**src/rtl/led_cursor_ctrl.sv**
```systemverilog
// led_cursor_ctrl: single-LED cursor over N_CH colour banks of N_LEDS LEDs.
// Four push buttons are synchronised, debounced and edge-detected; right/left
// move the cursor within a bank with wrap-around, next/prev cycle the bank.
// Optional feature macro: AUTO_REPEAT_EN (hold-to-repeat on right/left).
//
// state  | meaning
// pos_q  | cursor index inside the current bank
// ch_q   | current colour bank (0=red, 1=green, 2=blue)
// evt_q  | pos_q or ch_q changed on the last edge
module led_cursor_ctrl #(
    parameter int N_LEDS          = 4,
    parameter int N_CH            = 3,
    parameter int DEBOUNCE_CYCLES = 16,
    parameter int REPEAT_DELAY    = 1000,
    parameter int REPEAT_PERIOD   = 250
) (
    input  logic                       clk,
    input  logic                       rst,
    input  logic [3:0]                 button,
    output logic [N_CH*N_LEDS-1:0]     led,
    output logic [$clog2(N_LEDS)-1:0]  pos,
    output logic [$clog2(N_CH)-1:0]    ch,
    output logic                       evt
);
    localparam int PW  = $clog2(N_LEDS);
    localparam int CW  = $clog2(N_CH);
    localparam int DCW = $clog2(DEBOUNCE_CYCLES);

    // Reject configurations the cursor and timers cannot represent.
    if (N_LEDS < 2 || N_CH < 2 || DEBOUNCE_CYCLES < 2 ||
        REPEAT_DELAY < 2 || REPEAT_PERIOD < 1) begin : g_bad_param
        $error("led_cursor_ctrl: illegal parameter value");
    end

    logic [3:0]     sync1_q, sync2_q, stable_q;
    logic [DCW-1:0] deb_cnt_q [4];
    logic [3:0]     press;
    logic [1:0]     rep;          // [0]=right repeat, [1]=left repeat

    logic [PW-1:0]  pos_q, pos_d;
    logic [CW-1:0]  ch_q, ch_d;
    logic           evt_q, evt_d;

    // Two-flop synchroniser and per-button debounce counter.
    always_ff @(posedge clk) begin
        if (rst) begin
            sync1_q  <= '0;
            sync2_q  <= '0;
            stable_q <= '0;
            for (int i = 0; i < 4; i++) deb_cnt_q[i] <= '0;
        end else begin
            sync1_q <= button;
            sync2_q <= sync1_q;
            for (int i = 0; i < 4; i++) begin
                if (sync2_q[i] != stable_q[i]) begin
                    if (deb_cnt_q[i] == DCW'(DEBOUNCE_CYCLES - 1)) begin
                        stable_q[i]  <= sync2_q[i];
                        deb_cnt_q[i] <= '0;
                    end else begin
                        deb_cnt_q[i] <= deb_cnt_q[i] + 1'b1;
                    end
                end else begin
                    deb_cnt_q[i] <= '0;
                end
            end
        end
    end

    // Press pulse is raised in the cycle whose edge accepts a new high level,
    // so the cursor moves on the same edge the stable level rises.
    always_comb begin
        press = '0;
        for (int i = 0; i < 4; i++) begin
            press[i] = sync2_q[i] && !stable_q[i] &&
                       (deb_cnt_q[i] == DCW'(DEBOUNCE_CYCLES - 1));
        end
    end

`ifdef AUTO_REPEAT_EN
    localparam int HMAX = (REPEAT_DELAY > REPEAT_PERIOD) ? REPEAT_DELAY : REPEAT_PERIOD;
    localparam int HW   = $clog2(HMAX + 1);

    logic [HW-1:0] hold_q [2];

    // Down-counting hold timers for right (0) and left (1); reload on each repeat.
    always_ff @(posedge clk) begin
        if (rst) begin
            hold_q[0] <= '0;
            hold_q[1] <= '0;
        end else begin
            for (int j = 0; j < 2; j++) begin
                if (press[j*3]) begin
                    hold_q[j] <= HW'(REPEAT_DELAY - 1);
                end else if (stable_q[j*3]) begin
                    if (hold_q[j] == '0) hold_q[j] <= HW'(REPEAT_PERIOD - 1);
                    else                 hold_q[j] <= hold_q[j] - 1'b1;
                end else begin
                    hold_q[j] <= '0;
                end
            end
        end
    end

    // Repeat fires when a held button's timer reaches terminal count.
    always_comb begin
        rep = '0;
        for (int j = 0; j < 2; j++) begin
            rep[j] = stable_q[j*3] && !press[j*3] && (hold_q[j] == '0);
        end
    end
`else
    assign rep = '0;
`endif

    // Next cursor position/bank; opposing requests in one cycle cancel.
    always_comb begin
        logic mv_r, mv_l;
        mv_r  = press[0] | rep[0];
        mv_l  = press[3] | rep[1];
        pos_d = pos_q;
        ch_d  = ch_q;
        if (mv_r && !mv_l) begin
            pos_d = (pos_q == '0) ? PW'(N_LEDS - 1) : pos_q - 1'b1;
        end else if (mv_l && !mv_r) begin
            pos_d = (pos_q == PW'(N_LEDS - 1)) ? '0 : pos_q + 1'b1;
        end
        if (press[2] && !press[1]) begin
            ch_d = (ch_q == CW'(N_CH - 1)) ? '0 : ch_q + 1'b1;
        end else if (press[1] && !press[2]) begin
            ch_d = (ch_q == '0) ? CW'(N_CH - 1) : ch_q - 1'b1;
        end
        evt_d = (pos_d != pos_q) || (ch_d != ch_q);
    end

    // Cursor state and change pulse.
    always_ff @(posedge clk) begin
        if (rst) begin
            pos_q <= '0;
            ch_q  <= '0;
            evt_q <= 1'b0;
        end else begin
            pos_q <= pos_d;
            ch_q  <= ch_d;
            evt_q <= evt_d;
        end
    end

    // One-hot LED decode from the registered cursor.
    always_comb begin
        led = '0;
        for (int b = 0; b < N_CH; b++) begin
            for (int l = 0; l < N_LEDS; l++) begin
                led[b*N_LEDS + l] = (ch_q == CW'(b)) && (pos_q == PW'(l));
            end
        end
    end

    assign pos = pos_q;
    assign ch  = ch_q;
    assign evt = evt_q;
endmodule

```
**config.mk**
```make
export PLATFORM = sky130hd
export DESIGN_NAME = led_cursor_ctrl
export DESIGN_NICKNAME = d
export VERILOG_FILES = /design/src/rtl/led_cursor_ctrl.sv
export SDC_FILE = /design/constraint.sdc
export NUM_CORES = 1
export LEC_CHECK = 0
export CORE_AREA = 2 2 60 62
export CTS_BUF_LIST = sky130_fd_sc_hd__clkbuf_8
export CTS_CLUSTER_SIZE = 10
export DETAILED_ROUTE_END_ITERATION = 7
export DIE_AREA = 0 0 62 64
export PLACE_DENSITY = 0.78
export SLEW_MARGIN = 15
export SYNTH_ARGS = -nofsm -noshare
export SYNTH_HDL_FRONTEND = slang
export SYNTH_SLANG_ARGS = --single-unit
```
**constraint.sdc**
```tcl
create_clock -name clk -period 2.1 [get_ports clk]
set_clock_uncertainty 0.1 [all_clocks]
set_input_delay 0.21 -clock clk [delete_from_list [all_inputs] [get_ports clk]]
set_output_delay 0.21 -clock clk [all_outputs]
set_load 0.05 [all_outputs]
```
# Word level (Yosys, flattened, before mapping)
# Memory sizes are Yosys's and may differ from the RTL's.
# Cells that the tools add are included.
# op_classes
eq_ne	15
bitwise	12
n_mux	66
reduce_logical	39
n_addsub	8
# op_table
operator	count
2-to-1 mux 4 bit	12
2-to-1 mux 1 bit	46
logical AND 1 bit	24
adder 4 x 1 -> 4 bit (second input constant)	4
equality test 4 bit (second input constant)	4
2-to-1 mux 2 bit	8
OR 1 bit	12
logical NOT 1 bit	8
AND reduction 2 bit	4
equality test 2 bit (second input constant)	3
adder 2 x 1 -> 2 bit (second input constant)	2
equality test 2 x 1 -> 1 bit (second input constant)	2
logical NOT 2 bit	2
inequality test 1 bit	4
inequality test 2 bit	2
subtractor 2 x 1 -> 2 bit (second input constant)	2
logical OR 1 bit	1
# word_totals
wordCells	150
input_bits	6
regBits	17
output_inout_bits	17
mem_bits_rw	16
n_memories	1
# mem_list
memory	words	width	read_ports	rd_clocked_by_memory_dff	wr	line	source
deb_cnt_q	4	4	4	0	4	36	logic [DCW-1:0] deb_cnt_q [4];

# Logic depth before layout (Yosys ltp)
# Gate-level depths: netlist of run 1.
# logic_depth
ltp_word	9
depth_mapped	6
ltp_nobuf	6

# Worst setup path before layout of run 1
# Ideal clock, no wire load.
# synth_timing
path_type	flip-flop to flip-flop
startpoint	reg pos_q[0] (netlist: pos[0])
endpoint	reg evt_q (netlist: evt)
required_ps	1861
stages_incl_launch_ff	7
setup_slack_ps	-15
setup_ps	139
arrival_time_ps	1876
path_buffers	0
period_less_slack_ps	2115
cell_sequence	dfxtp_1 > inv_1 > ha_1 > xor2_1 > o211ai_1 > nor4b_1 > a41oi_1
# synth_via
elab_chain_cells	6
elab_cells_between_ends	10
classes_between	2 x add/sub; 2 x eq/ne; 4 x mux; 2 x reduce/logical
# synth_lines
item	line	source
start: declaration	40	logic [PW-1:0] pos_q, pos_d;
start signal: assignment	142	pos_q <= pos_d;
adder 2 x 1 -> 2 bit / equality test 2 bit (equally long branches)	125	pos_d = (pos_q == PW'(N_LEDS - 1)) ? '0 : pos_q + 1'b1;
2-to-1 mux 2 bit	125	
2-to-1 mux 2 bit	124	end else if (mv_l && !mv_r) begin
2-to-1 mux 2 bit	122	if (mv_r && !mv_l) begin
inequality test 2 bit *	132	evt_d = (pos_d != pos_q) || (ch_d != ch_q);
logical OR 1 bit *	132	
end signal: assignment	144	evt_q <= evt_d;
end: declaration	42	logic evt_q, evt_d;
# Mark *: on every way between the ends. The rest lies on a longest branch, timed or not.
# A chain may end at the register's enable or synchronous reset.

# Worst setup path in the final report of run 1
# layout_timing
startpoint	reg pos_q[1] (netlist: pos[1])
endpoint	out pos[1]
# layout_lines
item	line	source
end: declaration	21	output logic [$clog2(N_LEDS)-1:0] pos,
# No word-level cell between the ends.

==> results of run 1 <==
-- worst max path at each step --
stage	endpoint	slack (ns)
after global routing	evt$_SDFF_PP0_	0.08
after global placement	evt$_SDFF_PP0_	0.34
after CTS	pos[1]	0.16
after floorplan	evt$_SDFF_PP0_	0.02
after detailed placement	evt$_SDFF_PP0_	0.24
final	pos[1]	0.14
-- sequential cells by signal (all words and copies together) (netlist names) --
signal	cells
sync2_q	4
stable_q	4
sync1_q	4
evt	1
pos	2
deb_cnt_q	16
ch	2
-- power breakdown --
group	internal (W)	switching (W)	total (W)
clock	0.000296	0.000224	0.000520
combinational	0.0000562	0.0000852	0.000141
sequential	0.000699	0.0000225	0.000721
-- cells by family (layout without fill, tap and decap cells) --
family | Yosys count | in the layout | synth area share, %
and+or+nand+nor | 87 | 87 | 26.3
DFF | 33 | 33 | 46.6
AOI/OAI and AO/OA | 22 | 22 | 7.95
adders and majority gates | 17 | 17 | 12.1
buffers and inverters | 10 | 40 | 2.34
xor gates and xnor gates | 9 | 9 | 4.47
other | 1 | 16 | 0.213
-- layer usage --
metal / track usage [%] / up-vias / wire length [µm]
met4: 7.18 / 0 / 62
li1: - / 702 / -
met5: 0 / - / 0
met3: 6.28 / 7 / 178
met2: 33.7 / 41 / 1680
met1: 22.5 / 642 / 1460
-- per-stage QoR --
stage	setup slack (ns)	util [%]	hold slack, ns	total power [W]	area [µm²]
floorplan	0.0197	-	0.182	0.000826	1820
global placement	0.335	63.1	0.319	0.000865	2070
detailed placement	0.235	63.1	0.322	0.000875	2070
CTS	0.162	66.2	0.336	0.00139	2170
global route	0.0800	66.2	0.360	0.00144	2170
finish	0.143	66.2	0.333	0.00138	2170
-- area by class of cell --
class	instances	share of cell area (%)
Clock inverter	1	0.230
Inverter	8	1.38
Sequential cell	33	37.9
Multi-Input combinational cell	151	44.0
Tap cell	46	2.65
Clock buffer	7	4.43
Timing Repair Buffer	24	9.44
-- cells in the final DEF (no fill, tap or decap) --
cell	instances
o21ai_0	5
dfxtp_2	2
edfxtp_1	16
xor2_1	5
nand4_1	3
a21oi_1	5
and3_1	4
nand2b_1	4
inv_1	8
nor4b_1	1
nor3_1	5
or3_1	1
conb_1	16
clkdlybuf4s50_1	10
a41oi_1	1
dfxtp_1	15
and4_2	1
and4_1	3
nor2b_1	8
ha_1	17
and2_1	12
nand2_1	14
clkbuf_8	7
a311oi_1	1
nand4_2	1
xnor2_1	4
o211ai_1	2
a211oi_1	4
nand3_1	13
buf_4	14
a31oi_1	2
a21o_1	2
clkinv_2	1
nor2_1	17
==> impl_metrics.toml, run 1 <==
[critical_path]
critical_path.startpoint = "pos[1]$_SDFF_PP0_"
reg2reg_to = "evt$_SDFF_PP0_"
reg2reg_slack_ns = 0.19
crit_chain = "clkdlybuf4s50_1"
worstSetupPathType = "register to output port"
crit_family = "buffers and inverters"
required_ns = 1.79
crit-reg2reg-launch = "pos[1]$_SDFF_PP0_"
cpPeakStageDelay_ns = 0.88
reg2regPathDepth = 6
crit_cells = 1
cp_max_fo = 7
arrival_ns = 1.65
crit_buf_inv = 1
cpMaxStageDelayCell = "clkdlybuf4s50_1"
end_kind = "output port"
crit_path_start_kind = "register"

[routing]
antenna_left = 0
wirelength_um = 3380
drt-initial-drc-count = 62
drc = 0
viasPerCell = 5.16
via_count = 1392
wl_per_cell_um = 12.5
dr.pass1.iters = 4

[die]
die_area_um2 = 3970
pin_count = 23
start_util_pct = 53.6
rows = 21
chipWidth_um = 62
die_h_um = 64
coreArea_um2 = 3280

[clock_tree]
path_clk_slew_ns = 0.06
cts_resized = 0
cts_sinks = 33
numCtsBuffers = 5
htree_levels = 2
clkLatencyLatePin_ns = 0.28
cts_tree = "yes"
cts_setup_buffers = 0
cts_root_buf = "clkbuf_8"
clockBufferDepth = 2
ctsHoldBuffers = 0

[grt]
grt_pass1_vias = 1379
grt_pass1_wl_um = 5860
grt_usage_pct = 19.9
grt_start_max_net_pins = 19
grt_remaining_overflow = 0
antenna_found_initial = 0

[finish]
n_antenna_cell = 0
area_delta_synth_final_pct = 23.4
fin_cells = 270
num-fill-cells = 267
drive_gt1_share_pct = 11.6
multi_input_area_um2 = 956
seq_area_um2 = 823
nets = 246

[run_status]
status = "completed"

[synthesis]
yosysWarnings = 0
synth_top_area_cell = "edfxtp_1"
synthTopCellsByArea = "edfxtp_1 (27%), dfxtp_1 (19%), ha_1 (12%), and2_1 (4.3%), nand3_1 (3.7%)"
synth-main-ff-cell = "dfxtp_1"
synth-edff-count = 16
synth_async_sr_flop_share_pct = 0
seq_area_frac_synth_pct = 46.6
yosysUniqueCellTypes = 31
synth_area_um2 = 1760
ys_top_cells_by_count = "dfxtp_1 (17), ha_1 (17), nor2_1 (17)"
synth_cells = 179
ys_seq_elements = 33
synth_top_area_share_pct = 27.3
syn_avg_cell_area_um2 = 9.84

[flow_run]
maxCapViolations = 0

[place]
dp.cells = 262
dp_hpwl_um = 2500
place_congestion = 0.775
portBuffers = 22

[power_and_ir_drop]
leakage_nw = 0.851
max-vdd-ir-drop_v = 0.000571
p_per_area_nw_per_um2 = 636

[worst_hold_path]
hp-class = "register to register"
holdPathStages = 1
hold_start = "sync1_q[3]$_SDFF_PP0_"
worst_hold_path.endpoint = "sync2_q[3]$_SDFF_PP0_"

[timing]
max_slew_margin_pct = 66.0
finalCritPeriodShare_pct = 93.2
timing.fmax_mhz = 511
min_period_ns = 1.96
final-hold-violation-count = 0
worst_slew_pin_slew_ns = 0.509
setup_violations = 0
tns_ns = 0
final_max_slew_viol_count = 0
rsz0062_at_grt = "false"
Note: power is estimated with default switching activity, not from simulation.
==> run 2: changes to the inputs <==
==> constraint.sdc (replaced) <==
create_clock -name clk -period 1.9 [get_ports clk]
set_clock_uncertainty 0.1 [all_clocks]
set_input_delay 0.19 -clock clk [delete_from_list [all_inputs] [get_ports clk]]
set_output_delay 0.19 -clock clk [all_outputs]
set_load 0.05 [all_outputs]
==> run 2 against run 1 <==
- count of clock-buffer cells in the layout fell by 1
- global-route usage fell by 0.15 points
- cell area is 6.8% higher
- hold slack gained 0.0056 ns
- first-iteration DRC count fell by 15%
- die area unchanged
- cell count shrank 0.37%
- non-clock buffer count shrank 1
- register-to-register slack worse by 0.08 ns
- total power rose by 9.1%
- critical endpoint is now ch[1]
- highest routed layer unchanged
==> impl_metrics.toml, run 2 (same netlist as run 1, synthesis figures left out) <==
[clock_tree]
clockBufferDepth = 2
numCtsBuffers = 5
cts_root_buf = "clkbuf_8"
cts_resized = 0
cts_sinks = 33
cts_tree = "yes"
clkLatencyLatePin_ns = 0.29
ctsHoldBuffers = 0
htree_levels = 2
cts_setup_buffers = 0
path_clk_slew_ns = 0.07

[critical_path]
crit_path_start_kind = "register"
cpMaxStageDelayCell = "clkdlybuf4s50_1"
crit_buf_inv = 1
worstSetupPathType = "register to output port"
arrival_ns = 1.53
crit_family = "buffers and inverters"
crit_chain = "clkdlybuf4s50_1"
cpPeakStageDelay_ns = 0.83
required_ns = 1.61
cp_max_fo = 8
end_kind = "output port"

[timing]
final_max_slew_viol_count = 0
timing.fmax_mhz = 551
setup_violations = 0
min_period_ns = 1.82
final-hold-violation-count = 0
worst_slew_pin_slew_ns = 0.509
tns_ns = 0
finalCritPeriodShare_pct = 95.5
rsz0062_at_grt = "false"
max_slew_margin_pct = 66.0
post-route-worst-setup-slack_ns = 0.0848
whs_ns = 0.338

[place]
portBuffers = 22
dp_hpwl_um = 2550
place_congestion = 0.772
dp.cells = 261
dp_slack_ns = 0.104

[grt]
antenna_found_initial = 0
grt_remaining_overflow = 0
grt_start_max_net_pins = 26
grt_pass1_vias = 1380
grt_usage_pct = 19.7
grt_pass1_wl_um = 5700

[die]
chipWidth_um = 62
start_util_pct = 53.6
die_h_um = 64
rows = 21
pin_count = 23
coreArea_um2 = 3280
die_area_um2 = 3970

[power_and_ir_drop]
leakage_nw = 0.881
max-vdd-ir-drop_v = 0.000589
p_per_area_nw_per_um2 = 650

[routing]
viasPerCell = 5.20
dr.pass1.iters = 4
via_count = 1398
drc = 0
antenna_left = 0
wirelength_um = 3300
drt-initial-drc-count = 53
wl_per_cell_um = 12.3

[finish]
area_delta_synth_final_pct = 31.7
nets = 245
layout_common_cells = "nor2_1 (17), ha_1 (17), edfxtp_1 (16), conb_1 (16), nand2_1 (14)"
drive_gt1_share_pct = 11.7
fin_cells = 269
n_antenna_cell = 0
largest_reg_flops = 16
num-fill-cells = 256
regMostFlops = "deb_cnt_q"

[flow_run]
maxCapViolations = 0

[worst_hold_path]
hp-class = "register to register"

[run_status]
status = "completed"
## run 2: routing by layer
metal,GRT usage (%),share of wire [%],up-vias
met1,19.5,39,651
met4,9.57,2.2,0
met2,35.2,53,38
met3,6.28,5.9,7
li1,-,-,702
met5,0,0,-
## run 2: power breakdown
| group | leakage (nW) | switching [W] | internal, W |
|---|---|---|---|
| logic | 0.527 | 0.0000983 | 0.0000799 |
| clock network | 0.0486 | 0.000247 | 0.000286 |
| registers | 0.306 | 0.0000232 | 0.000773 |
| total | 0.881 | 0.000368 | 0.00114 |
## run 2: layout make-up
class	count	area (µm²)	area share, %
timing repair buffer	23	360	15.5
multi-input combinational	151	956	41.2
inverter	8	30.0	1.29
clock inverter	2	8.76	0.377
sequential	33	826	35.6
tap	46	57.6	2.48
clock buffer	6	82.6	3.56
## run 2: through the flow
| step | power (W) | instance area [µm²] | util [%] |
|---|---|---|---|
| global route | 0.00157 | 2320 | 70.7 |
| global placement | 0.000979 | 2230 | 67.9 |
| detailed placement | 0.000989 | 2230 | 67.9 |
| floorplan | 0.000914 | 1820 | - |
| CTS | 0.00152 | 2320 | 70.7 |
| finish | 0.00151 | 2320 | 70.7 |
## run 2: path summary, 6_finish.rpt
check                                      from                     to  slack [ns]  cells after the start
setup / recovery               ch[1]$_SDFF_PP0_                  ch[1]        0.08                      1
hold / removal            sync1_q[3]$_SDFF_PP0_  sync2_q[3]$_SDFF_PP0_        0.34                      1
setup reg to reg  deb_cnt_q[2][0]$_SDFFCE_PP0P_         evt$_SDFF_PP0_        0.11                      5
hold reg to reg           sync1_q[3]$_SDFF_PP0_  sync2_q[3]$_SDFF_PP0_        0.34                      1
==> run 3: changes to the inputs <==
--- a/config.mk
+++ b/config.mk
@@ -10,7 +10,8 @@
 export CTS_CLUSTER_SIZE = 10
 export DETAILED_ROUTE_END_ITERATION = 7
 export DIE_AREA = 0 0 62 64
-export PLACE_DENSITY = 0.78
+export DONT_BUFFER_PORTS = 1
+export PLACE_DENSITY = 0.7
 export SLEW_MARGIN = 15
 export SYNTH_ARGS = -nofsm -noshare
 export SYNTH_HDL_FRONTEND = slang
==> run 3 against run 2 <==
- via count down 3.0%
- cell area down 9.2%
- setup slack worse by 0.0072 ns
- register-to-register slack worse by 0.03 ns
- count of clock-buffer cells in the layout unchanged
- total power up 7.0%
- hold slack worse by 0.23 ns
- global-route usage down 0.45 points
- combinational power down 20%
- critical path depth up 5
- critical path type is now register to register
==> impl_metrics.toml, run 3 (same netlist as run 1, synthesis figures left out) <==
[run_status]
status = "completed"

[routing]
via_count = 1356
drc = 0
viasPerCell = 5.24
wirelength_um = 3370
drt-initial-drc-count = 66
wl_per_cell_um = 13.0
dr.pass1.iters = 4
antenna_left = 0

[timing]
max_slew_margin_pct = 46.4
final-hold-violation-count = 0
timing.fmax_mhz = 549
rsz0062_at_grt = "false"
final_max_slew_viol_count = 0
setup_violations = 0
min_period_ns = 1.82
worst_slew_pin_slew_ns = 0.802
finalCritPeriodShare_pct = 95.9
tns_ns = 0

[clock_tree]
path_clk_slew_ns = 0.07
clkLatencyLatePin_ns = 0.28
cts_sinks = 33
cts_tree = "yes"
htree_levels = 2
clockBufferDepth = 2
cts_root_buf = "clkbuf_8"
numCtsBuffers = 5

[critical_path]
end_kind = "register"
crit_chain = "inv_1, ha_1, xor2_1, a211oi_1, nor4b_1, a41oi_1"
crit_path_start_kind = "register"
reg2reg_slack_ns = 0.08
reg2regPathDepth = 6
cp_max_fo = 3
required_ns = 1.93
worstSetupPathType = "register to register"
cpPeakStageDelay_ns = 0.37
cpMaxStageDelayCell = "nor4b_1"
arrival_ns = 1.85

[finish]
layout_common_cells = "nor2_1 (17), ha_1 (16), edfxtp_1 (16), conb_1 (16), nand2_1 (14)"
drive_gt1_share_pct = 13.1
final_util_pct = 64.2
regMostFlops = "deb_cnt_q"
largest_reg_flops = 16
nets = 235
n_antenna_cell = 0
area_delta_synth_final_pct = 19.7
layout_commonest_cell = "nor2_1"
design_area_um2 = 2110

[die]
die_area_um2 = 3970
rows = 21
coreArea_um2 = 3280
pin_count = 23
chipWidth_um = 62
die_h_um = 64
start_util_pct = 53.6

[place]
portBuffers = 0
place_congestion = 0.892
place_area_um2 = 1930
dp_hpwl_um = 2480

[worst_hold_path]
hp-class = "primary input to register"
holdPathStages = 3

[grt]
grt_pass1_vias = 1365
grt_start_max_net_pins = 22
antenna_found_initial = 0
grt_usage_pct = 19.2
grt_remaining_overflow = 0
grt_pass1_wl_um = 5650

[power_and_ir_drop]
max-vdd-ir-drop_v = 0.000693
leakage_nw = 0.811
p_per_area_nw_per_um2 = 765
power_w = 0.00161

[flow_run]
maxCapViolations = 0
-- run 3: power by group --
| group | internal, W | total (W) | switching, W |
|---|---|---|---|
| Combinational | 0.0000484 | 0.000142 | 0.0000932 |
| Clock | 0.000426 | 0.000680 | 0.000253 |
| Sequential | 0.000773 | 0.000792 | 0.0000194 |
| Total | 0.00125 | 0.00161 | 0.000366 |
-- run 3: cell type report --
type                            count  area, µm²
Clock buffer                        6       82.6
Clock inverter                      2       37.5
Fill cell                         272       1180
Inverter                            8       30.0
Multi-Input combinational cell    151        965
Sequential cell                    33        826
Tap cell                           46       57.6
Timing Repair Buffer               13        110
-- run 3: worst paths after layout --
check	startpoint	to
worst max-delay path	pos[0]$_SDFF_PP0_	evt$_SDFF_PP0_
worst min-delay path	rst	deb_cnt_q[3][0]$_SDFFCE_PP0P_
worst max register to register	pos[0]$_SDFF_PP0_	evt$_SDFF_PP0_
worst min register to register	sync1_q[1]$_SDFF_PP0_	sync2_q[1]$_SDFF_PP0_
-- run 3: repair_timing --
item / in CTS / in global routing
setup buffers: 0 / 0
hold buffers: 5 / 0
gates resized for setup: 0 / 6
endpoints found under the setup margin: 0 / 6
hold endpoints to repair: 21 / 0
-- run 3: metal layers --
metal | up-vias | routed length (µm) | GRT usage (%)
met4 | 0 | 39 | 8.78
met5 | - | 0 | 0
li1 | 685 | - | -
met3 | 4 | 236 | 6.07
met1 | 624 | 1460 | 21.4
met2 | 43 | 1630 | 32.3
-- run 3: per-stage QoR --
step,hold WS [ns],instances,setup slack (ns)
2_1_floorplan,0.162,194,0.0295
3_3_place_gp,0.158,246,0.167
3_5_place_dp,0.162,246,0.0881
4_1_cts,0.102,259,0.0326
5_1_grt,0.126,259,0.00257
6_report,0.111,259,0.0775
-- run 3: worst max-delay path, delay by kind of cell, from the launching register on --
family	cells	cell delay (ns)
AO/OA/AOI/OAI	2	0.27
XOR/XNOR	1	0.20
adder cells (fa/ha/maj)	1	0.33
buffers and inverters	1	0.06
flip-flops	1	0.34
AND/OR/NAND/NOR	1	0.37
